**src/rtl/fb_write_scheduler.sv**
```systemverilog
// Framebuffer write-port scheduler: round-robin arbitration of three pixel writers plus
// a full-screen clear sweep that owns the write port while it runs.
module fb_write_scheduler #(
  parameter int unsigned WIDTH  = 512,
  parameter int unsigned HEIGHT = 384,
  parameter int unsigned AW     = $clog2(WIDTH * HEIGHT)
) (
  input  logic                 clk_in,
  input  logic                 rst_in,
  input  logic                 clear_start,
  input  logic [11:0]          clear_color,
  input  logic [2:0]           req_valid,
  input  logic [2:0][10:0]     req_x,
  input  logic [2:0][9:0]      req_y,
  input  logic [2:0][11:0]     req_pixel,
  output logic [2:0]           req_ready,
  output logic [AW-1:0]        fb_addr,
  output logic [11:0]          fb_data,
  output logic                 fb_we,
  output logic                 clear_busy,
  output logic                 frame_done,
  output logic [15:0]          drop_count
);

  localparam int unsigned   NPix     = WIDTH * HEIGHT;
  localparam logic [AW-1:0] LastAddr = AW'(NPix - 1);

  typedef enum logic [0:0] {StArb, StClear} state_e;

  state_e      state_q;
  logic [1:0]  ptr_q;

  logic [2:0]  gnt;
  logic [1:0]  gnt_idx;
  logic [1:0]  idx;
  logic [2:0]  sum;
  logic        found;
  logic        arb_en;
  logic        accept;
  logic [10:0] sel_x;
  logic [9:0]  sel_y;
  logic [11:0] sel_pixel;
  logic        on_screen;
  logic [31:0] lin_addr;
  logic [1:0]  ptr_nxt;

  // Search from the pointer upward (mod 3) for the first valid requester.
  always_comb begin
    gnt     = '0;
    gnt_idx = '0;
    idx     = '0;
    sum     = '0;
    found   = 1'b0;
    for (int k = 0; k < 3; k++) begin
      sum = {1'b0, ptr_q} + 3'(k);
      idx = (sum >= 3'd3) ? 2'(sum - 3'd3) : sum[1:0];
      if (!found && req_valid[idx]) begin
        found   = 1'b1;
        gnt_idx = idx;
      end
    end
    if (found) gnt = 3'b001 << gnt_idx;
  end

  // A pending clear always wins over requesters in the same cycle.
  assign arb_en    = (state_q == StArb) && !clear_start && !rst_in;
  assign req_ready = arb_en ? gnt : 3'b000;
  assign accept    = |req_ready;

  always_comb begin
    sel_x     = '0;
    sel_y     = '0;
    sel_pixel = '0;
    for (int i = 0; i < 3; i++) begin
      if (gnt_idx == 2'(i)) begin
        sel_x     = req_x[i];
        sel_y     = req_y[i];
        sel_pixel = req_pixel[i];
      end
    end
  end

  assign on_screen = (32'(sel_x) < WIDTH) && (32'(sel_y) < HEIGHT);
  assign lin_addr  = 32'(sel_x) + 32'(sel_y) * WIDTH;
  assign ptr_nxt   = (gnt_idx == 2'd2) ? 2'd0 : gnt_idx + 2'd1;

  always_ff @(posedge clk_in or posedge rst_in) begin
    if (rst_in) begin
      state_q    <= StArb;
      ptr_q      <= 2'd0;
      fb_we      <= 1'b0;
      fb_addr    <= '0;
      fb_data    <= '0;
      clear_busy <= 1'b0;
      frame_done <= 1'b0;
      drop_count <= '0;
    end else begin
      frame_done <= 1'b0;
      unique case (state_q)
        StArb: begin
          if (clear_start) begin
            // fb_data keeps the fill colour for the whole sweep.
            state_q    <= StClear;
            fb_we      <= 1'b1;
            fb_addr    <= '0;
            fb_data    <= clear_color;
            clear_busy <= 1'b1;
          end else begin
            fb_we <= 1'b0;
            if (accept) begin
              ptr_q <= ptr_nxt;
              if (on_screen) begin
                fb_we   <= 1'b1;
                fb_addr <= AW'(lin_addr);
                fb_data <= sel_pixel;
              end else if (drop_count != 16'hFFFF) begin
                drop_count <= drop_count + 16'd1;
              end
            end
          end
        end
        StClear: begin
          if (fb_addr == LastAddr) begin
            state_q    <= StArb;
            fb_we      <= 1'b0;
            clear_busy <= 1'b0;
            frame_done <= 1'b1;
          end else begin
            fb_addr <= fb_addr + AW'(1);
          end
        end
        default: state_q <= StArb;
      endcase
    end
  end

endmodule

```
**config.mk**
```make
export PLATFORM = sky130hd
export DESIGN_NAME = fb_write_scheduler
export DESIGN_NICKNAME = d
export VERILOG_FILES = /design/src/rtl/fb_write_scheduler.sv
export SDC_FILE = /design/constraint.sdc
export NUM_CORES = 1
export LEC_CHECK = 0
export CORE_MARGIN = 4
export CORE_UTILIZATION = 43
export DETAILED_ROUTE_END_ITERATION = 10
export PLACE_DENSITY_LB_ADDON = 0.15
export SLEW_MARGIN = 25
export SYNTH_ARGS = -nofsm -noshare
export SYNTH_HDL_FRONTEND = slang
export SYNTH_SLANG_ARGS = --single-unit
```
**constraint.sdc**
```tcl
create_clock -name clk_in -period 4.3 [get_ports clk_in]
set_input_delay 0.86 -clock clk_in [delete_from_list [all_inputs] [get_ports clk_in]]
set_output_delay 0.86 -clock clk_in [all_outputs]
set_load 0.005 [all_outputs]
```
==> metrics.yaml, run 1 <==
layout:
  nNetsFinal: 752
  final_util_pct: 68.55
  n_antenna_cell: 0
  nFillCells: 709
  final_cell_mix: "168 x clkdlybuf4s50_1, 78 x nand2_1, 52 x dfrtp_1"
  drive_gt1_share_pct: 6.699
  area.growth.synth_to_final_pct: 52.20
  fin_area_um2: 5746
  final_common_cell: "clkdlybuf4s50_1"
timing:
  finalClockSkew_ps: 5.043
  slew_headroom_pct: 43.04
  min_period_ps: 4098
  hold_violations: 0
  tightest_slew_ps: 852.7
  slew_violations: 0
  clock.fmax_mhz: 244.0
  finalSetupTns_ps: 0
  setup_viol: 0
  rsz0062_at_grt: "false"
  min_period_over_period_pct: 95.31
synth:
  synth-adder-area-share_pct: 3.182
  synth_edf_count: 0
  syn-instance-count: 458
  synth-simple-area-share_pct: 27.08
  synth-xor-area-share_pct: 5.568
  yosysSeqAreaShare_pct: 34.47
  synth_compound_area_share_pct: 22.64
  ys_ff_latch: 52
  muxShareOfSynthArea_pct: 2.983
  synth.top_cells.by_area: "dfrtp_1 34%, nand2_1 7.8%, xnor2_1 4.2%"
  synth_top_family_by_area: "simple AND/OR/NAND/NOR gates"
  avgSynthCellArea_um2: 8.242
  ys_types: 64
  ys.warnings.count: 0
  synth_top_area_share_pct: 34.47
  synthesis.area_um2: 3775
  syn_nets: 584
  async_flop_share_pct: 100.0
  synth_flop_cell: "dfrtp_1"
  synth_top_area_cell: "dfrtp_1"
run:
  drv_cap: 0
cts:
  clk_path_buf_depth: 2
  cts_setup_buffers: 0
  clk_latency_ps: 310
  cts_sinks: 52
  cts_resized: 0
  htreeDepth: 2
  tritoncts: "done"
  clock_tree.root_cell: "clkbuf_8"
  hold_buffers: 0
  numCtsBuffers: 5
  cts.clk_slew.worst_paths_ps: 90
floorplan:
  io_pins: 169
  num_rows: 33
  dieArea_um2: 10340
  die_y_um: 101.7
  initial_core_util_pct: 45.04
  core-area_um2: 8382
  die_w_um: 101.7
pwr:
  p_leak_nw: 2.416
  p_int_mw: 1.029
  power.density_nw_per_um2: 260.5
  p_comb_share_pct: 37.0
  power.switching_mw: 0.4676
  switching_share_pct: 31.24
  irDropWorstVdd_mv: 0.1527
  pwr-share-clk_pct: 23.0
  power_frac_seq_pct: 40.0
route:
  dr.pass1.iters: 5
  ant_nets: 0
  wl_um: 13310
  vias: 4260
  vias_per_cell: 5.820
  detail_route.wl_per_cell_um: 18.19
  drc_errors: 0
  drt_iter0_markers: 253
global_routing:
  antenna_found_initial: 0
  use_met2_pct: 47.48
  first_global_vias: 4317
  grt_pass1_wl_um: 20830
  met3_usage_pct: 4.477
  grt-ovfl-total: 0
  grt_start_max_net_pins: 53
  track_usage_pct: 25.54
  grtUsageMet1_pct: 29.55
  grt-busiest-layer: "met2"
worst_setup_path:
  start_kind: "input port"
  worst-setup-path-type: "input port to output port"
  rrSetupSlack_ps: 500
  crit_fanout: 16
  required_ps: 3440
  end_kind: "output port"
  crit_buf_inv: 3
  cp_cell_sequence: "clkdlybuf4s50_1 -> nand2b_1 -> or3b_2 -> a21oi_2 -> buf_4 -> nor3_1 -> clkdlybuf4s50_1"
  arrival_ps: 3240
  slowest_stage: "clkdlybuf4s50_1"
  critPathMostFrequentCell: "clkdlybuf4s50_1"
  crit_family: "buffers and inverters"
  slowest_delay_ps: 490
placement:
  place_area_um2: 5627
  gp_congestion: 0.9202
  dp_hpwl_um: 10490
  port_buffers: 168
min_path:
  hold_path_class: "flop to flop"
outcome:
  status: "finished clean"
-- cell usage after synthesis (2+ instances only) --
master	n
a2bb2oi_1	3
dfrtp_1	52
nor2b_1	4
xor2_1	6
nor4_1	3
a32oi_1	3
a21oi_1	20
nor2_1	22
buf_2	3
buf_1	6
o22ai_1	7
a22o_1	2
a211oi_1	2
clkbuf_1	15
a22oi_1	20
o21ai_1	11
o21ai_0	16
nand3_1	31
and2_1	8
a221o_1	9
or4_1	2
a31oi_1	3
nand2b_1	4
ha_1	8
a41oi_1	2
xnor2_1	18
a21boi_1	2
nand2_1	78
mux2i_1	9
a311oi_1	6
nand4_1	13
and4b_1	2
and3_1	13
or3_1	2
inv_1	11
a21o_1	4
nor3_1	8
o211ai_1	4
-- final cells by class --
type	instances	area, µm²	share of cell area (%)
flip-flops and latches	52	1301	22.65
inverters	11	41.29	0.7186
well taps	105	131.4	2.287
repair buffers	187	1824	31.75
multi-input cells	369	2336	40.66
clock buffers	6	72.57	1.263
clock inverters	2	38.79	0.6751
-- power by group through the flow --
stage	Combinational [mW]	Sequential, mW	Clock [mW]
2_1_floorplan	0.268	0.598	0
3_3_place_gp	0.543	0.606	0
3_5_place_dp	0.556	0.608	0
4_1_cts	0.559	0.598	0.352
5_1_grt	0.604	0.606	0.372
6_report	0.554	0.598	0.344
-- registers in the layout (all words and copies together), names as in the netlist --
name / flops
fb_data: 12
fb_addr: 18
ptr_q: 2
drop_count: 16
state_q: 1
fb_we: 1
frame_done: 1
clear_busy: 1
-- tightest hold or removal path: cells and delay by family (launching register included) --
family	cells	cell delay, ps
flip-flops	1	350
AO/OA/AOI/OAI	1	60
AND/OR/NAND/NOR	1	40
-- metrics by stage --
stage	cells	hold WS, ps	power (mW)	setup slack (ps)
CTS	732	490.8	1.509	197.7
floorplan	458	473.3	0.8661	567.0
global placement	724	464.5	1.149	200.4
detailed placement	724	469.1	1.164	101.8
global route	732	524.6	1.582	53.83
finish	732	484.2	1.497	201.8
-- routing by layer --
metal	vias to the layer above	share of wire [%]	routed length [µm]
met1	2047	39	5126
li1	2014	-	-
met5	-	0	0
met3	22	7.5	993
met4	0	2.3	308
met2	177	52	6883
-- kinds of logic (layout without fill, tap and decap cells) --
family                   Yosys count  count (layout)
AND/OR/NAND/NOR                  204             204
AO/OA/AOI/OAI                    121             121
flip-flops                        52              52
buffers and inverters             37             206
XOR/XNOR                          24              24
multiplexers                      11              11
adder cells (fa/ha/maj)            9               9
-- final timing paths --
| kind | endpoint | from | cells after the start |
|---|---|---|---|
| min | fb_data[2]$_DFFE_PP0P_ | fb_data[2]$_DFFE_PP0P_ | 2 |
| min in group asynchronous | ptr_q[1]$_DFFE_PP0P_ | rst_in | 3 |
| min reg2reg | fb_data[2]$_DFFE_PP0P_ | fb_data[2]$_DFFE_PP0P_ | 2 |
| max | req_ready[0] | req_valid[1] | 7 |
| max reg2reg | fb_addr[5]$_DFFE_PP0P_ | ptr_q[0]$_DFFE_PP0P_ | 11 |
| max in group asynchronous | fb_addr[16]$_DFFE_PP0P_ | rst_in | 3 |
(Power assumes the default switching activity.)
==> run 2, diff against run 1 <==
CORE_UTILIZATION = 45   (was 43)
DONT_BUFFER_PORTS = 1   (was unset)
==> metrics.yaml, run 2 (same netlist as run 1, synthesis figures left out) <==
outcome:
  status: "finished clean"
cts:
  clock_tree.root_cell: "clkbuf_8"
  cts_resized: 0  # unchanged
  clk_path_buf_depth: 2  # unchanged
  cts_sinks: 52  # unchanged
  htreeDepth: 2  # unchanged
  cts_setup_buffers: 0  # unchanged
  cts.clk_slew.worst_paths_ps: 100  # about the same
  numCtsBuffers: 5  # unchanged
  tritoncts: "done"
  hold_buffers: 0  # unchanged
  clk_latency_ps: 320  # about the same
timing:
  min_period_over_period_pct: 89.59  # -5.7 points
  min_period_ps: 3852  # -245.9 ps
  rsz0062_at_grt: "false"
  finalSetupTns_ps: 0  # unchanged
  finalClockSkew_ps: 6.800  # +1.758 ps
  clock.fmax_mhz: 259.6  # +6.4%
  fin_ws_ps: 447.7  # +245.9 ps
  holdWs_ps: 520.5  # +36.32 ps
  tightest_slew_ps: 867.4  # +14.76 ps
  setup_viol: 0  # unchanged
  slew_headroom_pct: 42.05  # -0.99 points
  hold_violations: 0  # unchanged
  slew_violations: 0  # unchanged
min_path:
  hold_end: "drop_count[7]$_DFFE_PP0P_"
  whs_path_depth: 1  # -1
  hold_path_class: "flop to flop"
  hp-start: "drop_count[7]$_DFFE_PP0P_"
layout:
  final_util_pct: 48.97  # -20 points
  final_common_cell: "nand2_1"
  fin_area_um2: 4004  # -30%
  final_cell_mix: "78 x nand2_1, 52 x dfrtp_1, 31 x nand3_1"
  n_antenna_cell: 0  # unchanged
  nFillCells: 801  # +13%
  nNetsFinal: 577  # -23%
  layout.cells.non_filler: 557  # -24%
  top_register: "fb_addr"
  largest_reg_flops: 18  # unchanged
  reg_top3: "fb_addr x18, drop_count x16, fb_data x12"
  area.growth.synth_to_final_pct: 6.066
  drive_gt1_share_pct: 8.407  # +1.7 points
worst_setup_path:
  slowest_stage: "a2111oi_4"
  required_ps: 4500  # +1060 ps
  worst-setup-path-type: "flop to flop"
  r2r-end: "fb_addr[3]$_DFFE_PP0P_"
  crit_buf_inv: 1  # -2
  crit_family: "simple AND/OR/NAND/NOR gates"
  arrival_ps: 4060  # +820 ps
  crit_fanout: 23  # +7
  start_kind: "flop"
  slowest_delay_ps: 520  # +30 ps
  rrSetupSlack_ps: 450  # -50 ps
  r2r_start: "ptr_q[0]$_DFFE_PP0P_"
  end_kind: "flop"
  reg2reg_depth: 11  # unchanged
  cp_cell_sequence: "inv_1 -> ha_1 -> nand2_1 -> or3b_2 -> a21o_2 -> nand4_1 -> nand3_1 -> a2111oi_4 -> nand2_2 -> nor2b_1 -> a221o_1"
global_routing:
  first_global_vias: 3595  # -17%
  grt_pass1_wl_um: 18840  # -9.5%
  grt-ovfl-total: 0  # unchanged
  antenna_found_initial: 0  # unchanged
  grt_start_max_net_pins: 53  # unchanged
  track_usage_pct: 23.53  # -2.0 points
placement:
  place_inst: 549  # -24%
  post-place-ws_ps: 389.1  # +287.2 ps
  gp_congestion: 0.8801  # -4.4%
  dp_hpwl_um: 8859  # -16%
  port_buffers: 0  # -100%
  place_area_um2: 3892  # -31%
route:
  vias_per_cell: 6.483  # +11%
  drt_iter0_markers: 170  # -33%
  drc_errors: 0  # unchanged
  detail_route.wl_per_cell_um: 20.87  # +15%
  wl_um: 11630  # -13%
  dr.pass1.iters: 4  # -1
  vias: 3611  # -15%
  ant_nets: 0  # unchanged
run:
  drv_cap: 0  # unchanged
pwr:
  p_leak_nw: 1.730  # -28%
  power.density_nw_per_um2: 310.1  # +19%
  irDropWorstVdd_mv: 0.1514  # -0.91%
  power_mw: 1.242  # -17%
floorplan:
  num_rows: 33  # unchanged
  dieArea_um2: 9918  # -4.1%
  initial_core_util_pct: 46.17  # +1.1 points
  die_y_um: 99.59  # -2.1%
  io_pins: 169  # unchanged
  core-area_um2: 8175  # -2.5%
  die_w_um: 99.59  # -2.1%
==> run 2: per-layer routing <==
metal	GRT usage [%]	share of wire (%)	vias up
li1	-	-	1672
met1	30.57	42	1753
met2	38.33	47	165
met3	6.031	8.7	21
met4	7.563	2.1	0
met5	0	0	-
==> run 2: layout make-up <==
| class | instances | area [µm²] | area share, % |
|---|---|---|---|
| Tap cell | 105 | 131.4 | 3.281 |
| Clock inverter | 3 | 21.27 | 0.5313 |
| Sequential cell | 52 | 1301 | 32.50 |
| Timing Repair Buffer | 12 | 90.09 | 2.250 |
| Inverter | 11 | 41.29 | 1.031 |
| Clock buffer | 5 | 68.82 | 1.719 |
| Multi-Input combinational cell | 369 | 2350 | 58.69 |
==> run 2: report_power, final <==
group	internal, mW	total, mW	switching (mW)
registers	0.535	0.611	0.0764
clock network	0.116	0.300	0.183
logic	0.150	0.331	0.181
total	0.801	1.24	0.440
==> run 2: worst max-delay path by stage <==
stage          slack [ps]                 start                 endpoint  depth (start not counted)
3_5_place_dp          390  ptr_q[0]$_DFFE_PP0P_  fb_addr[14]$_DFFE_PP0P_                         15
4_1_cts               380  ptr_q[0]$_DFFE_PP0P_  fb_addr[14]$_DFFE_PP0P_                         15
6_report              450  ptr_q[0]$_DFFE_PP0P_   fb_addr[3]$_DFFE_PP0P_                         11
2_1_floorplan         570          req_valid[1]  fb_addr[14]$_DFFE_PP0P_                         16
3_3_place_gp          540          req_valid[1]   fb_addr[5]$_DFFE_PP0P_                          9
5_1_grt               150  ptr_q[0]$_DFFE_PP0P_   fb_addr[3]$_DFFE_PP0P_                         11
==> run 3, diff against run 2 <==
ABC_CLOCK_PERIOD_IN_PS = 4300   (was unset)
GPL_TIMING_DRIVEN = 0   (was unset)
PLACE_DENSITY_LB_ADDON = 0.12   (was 0.15)
==> metrics.yaml, run 3 (same netlist as run 1, synthesis figures left out) <==
global_routing:
  grt_pass1_wl_um: 18290  # -3.0%
  antenna_found_initial: 0  # unchanged
  grt_start_max_net_pins: 54  # +1.9%
  first_global_vias: 3536  # -1.6%
  track_usage_pct: 23.07  # -0.47 points
  grt-ovfl-total: 0  # unchanged
pwr:
  switching_share_pct: 33.23  # -2.2 points
  power.switching_mw: 0.4263  # -3.2%
  power.density_nw_per_um2: 318.5  # +2.7%
  p_int_mw: 0.8565  # +6.9%
  irDropWorstVdd_mv: 0.1391  # -8.1%
  pwr-share-clk_pct: 26.3  # +2.2 points
  p_comb_share_pct: 26.0  # -0.6 points
  p_leak_nw: 1.725  # -0.30%
  power_frac_seq_pct: 47.7  # -1.5 points
outcome:
  status: "finished clean"
route:
  ant_nets: 0  # unchanged
  dr.pass1.iters: 5  # +1
  vias: 3608  # -0.083%
  drc_errors: 0  # unchanged
  vias_per_cell: 6.341  # -2.2%
  detail_route.wl_per_cell_um: 20.79  # -0.39%
  drt_iter0_markers: 182  # +7.1%
  wl_um: 11830  # +1.8%
floorplan:
  dieArea_um2: 9918  # unchanged
  io_pins: 169  # unchanged
  die_w_um: 99.59  # unchanged
  die_y_um: 99.59  # unchanged
  initial_core_util_pct: 46.17  # unchanged
  num_rows: 33  # unchanged
  core-area_um2: 8175  # unchanged
timing:
  slew_headroom_pct: 52.57  # +11 points
  min_period_over_period_pct: 90.91  # +1.3 points
  fin_ws_ps: 390.7  # -57.02 ps
  tightest_slew_ps: 708.9  # -158.5 ps
  min_period_ps: 3909  # +57.02 ps
  finalSetupTns_ps: 0  # unchanged
  hold_violations: 0  # unchanged
  clock.fmax_mhz: 255.8  # -1.5%
  holdWs_ps: 522.2  # +1.667 ps
  rsz0062_at_grt: "false"
  slew_violations: 0  # unchanged
  setup_viol: 0  # unchanged
  finalClockSkew_ps: 14.82  # +8.024 ps
cts:
  clk_path_buf_depth: 2  # unchanged
  clk_latency_ps: 310  # about the same
  tritoncts: "done"
  cts_sinks: 52  # unchanged
  cts_setup_buffers: 0  # unchanged
  clock_tree.root_cell: "clkbuf_8"
  numCtsBuffers: 5  # unchanged
  htreeDepth: 2  # unchanged
  hold_buffers: 0  # unchanged
  cts.clk_slew.worst_paths_ps: 100  # about the same
worst_setup_path:
  start_kind: "flop"
  end_kind: "flop"
  crit_fanout: 19  # -17%
  worst-setup-path-type: "flop to flop"
  arrival_ps: 4120  # +60 ps
  required_ps: 4510  # about the same
layout:
  largest_reg_flops: 18  # unchanged
  final_cell_mix: "78 x nand2_1, 52 x dfrtp_1, 31 x nand3_1"
  seq_area_um2: 1301  # unchanged
  top_register: "fb_addr"
  nNetsFinal: 589  # +2.1%
  reg_top3: "fb_addr x18, drop_count x16, fb_data x12"
  area.growth.synth_to_final_pct: 6.695
  nFillCells: 810  # +1.1%
  n_antenna_cell: 0  # unchanged
  final_util_pct: 49.27  # +0.29 points
  drive_gt1_share_pct: 6.034  # -2.4 points
  final_common_cell: "nand2_1"
  multi_input_area_um2: 2336  # -0.59%
placement:
  post-place-ws_ps: -155.0  # -544.1 ps
  dp_hpwl_um: 9211  # +4.0%
  port_buffers: 0  # unchanged
  gp_congestion: 0.8576  # -2.6%
min_path:
  hold_path_class: "flop to flop"
run:
  drv_cap: 0  # unchanged
==> run 3: area by class of cell <==
| class | count | share of cell area [%] |
|---|---|---|
| Sequential cell | 52 | 32.31 |
| Clock inverter | 2 | 0.8698 |
| Tap cell | 105 | 3.262 |
| Buffer | 24 | 2.672 |
| Clock buffer | 6 | 1.802 |
| Multi-Input combinational cell | 369 | 58.00 |
| Inverter | 11 | 1.087 |
==> run 3: power by group through the flow <==
stage | Sequential (mW) | Clock, mW | Combinational, mW
2_1_floorplan | 0.598 | 0 | 0.268
3_3_place_gp | 0.620 | 0 | 0.325
3_5_place_dp | 0.621 | 0 | 0.332
4_1_cts | 0.612 | 0.348 | 0.333
5_1_grt | 0.619 | 0.364 | 0.378
6_report | 0.612 | 0.337 | 0.334
==> run 3: final timing paths <==
path / startpoint / end / slack (ps) / depth (start not counted)
hold / removal: drop_count[7]$_DFFE_PP0P_ / drop_count[7]$_DFFE_PP0P_ / 520 / 1
hold reg to reg: drop_count[7]$_DFFE_PP0P_ / drop_count[7]$_DFFE_PP0P_ / 520 / 1
setup reg to reg: ptr_q[0]$_DFFE_PP0P_ / fb_addr[14]$_DFFE_PP0P_ / 390 / 17
min in group asynchronous: rst_in / fb_addr[15]$_DFFE_PP0P_ / 540 / 1
max in group asynchronous: rst_in / fb_we$_DFFE_PP0P_ / 3310 / 1
setup / recovery: ptr_q[0]$_DFFE_PP0P_ / fb_addr[14]$_DFFE_PP0P_ / 390 / 17
==> run 3: layer usage <==
metal	vias to the layer above	routed length, µm	part of all wire, %	track usage, %
met2	146	5801	49	39.05
met1	1753	4863	41	29.12
met4	0	152	1.3	5.987
li1	1698	-	-	-
met3	11	1013	8.6	6.241
met5	-	0	0	0
==> run 3: metrics by stage <==
stage	area, µm²	cells	power, mW
global placement	3906	563	0.9455
finish	4028	569	1.283
CTS	4013	570	1.293
floorplan	3775	458	0.8661
global route	4028	569	1.361
detailed placement	3909	563	0.9532
==> run 3: timing repair <==
item,in CTS,in global routing
hold endpoints to repair,0,0
resized for setup,0,4
setup endpoints to repair,1,5
==> run 3: critical path, stage by stage (launching register included) <==
cell	delay, ps
dfrtp_1	410
inv_1	80
ha_1	370
nand2_1	90
or3b_2	470
a21oi_2	180
buf_4	180
nor3_1	80
clkbuf_4	280
a21oi_1	380
ha_1	230
a21o_1	80
o21ai_0	90
a211oi_2	260
nand3_1	130
xor2_1	220
o22ai_1	100
a32o_1	220
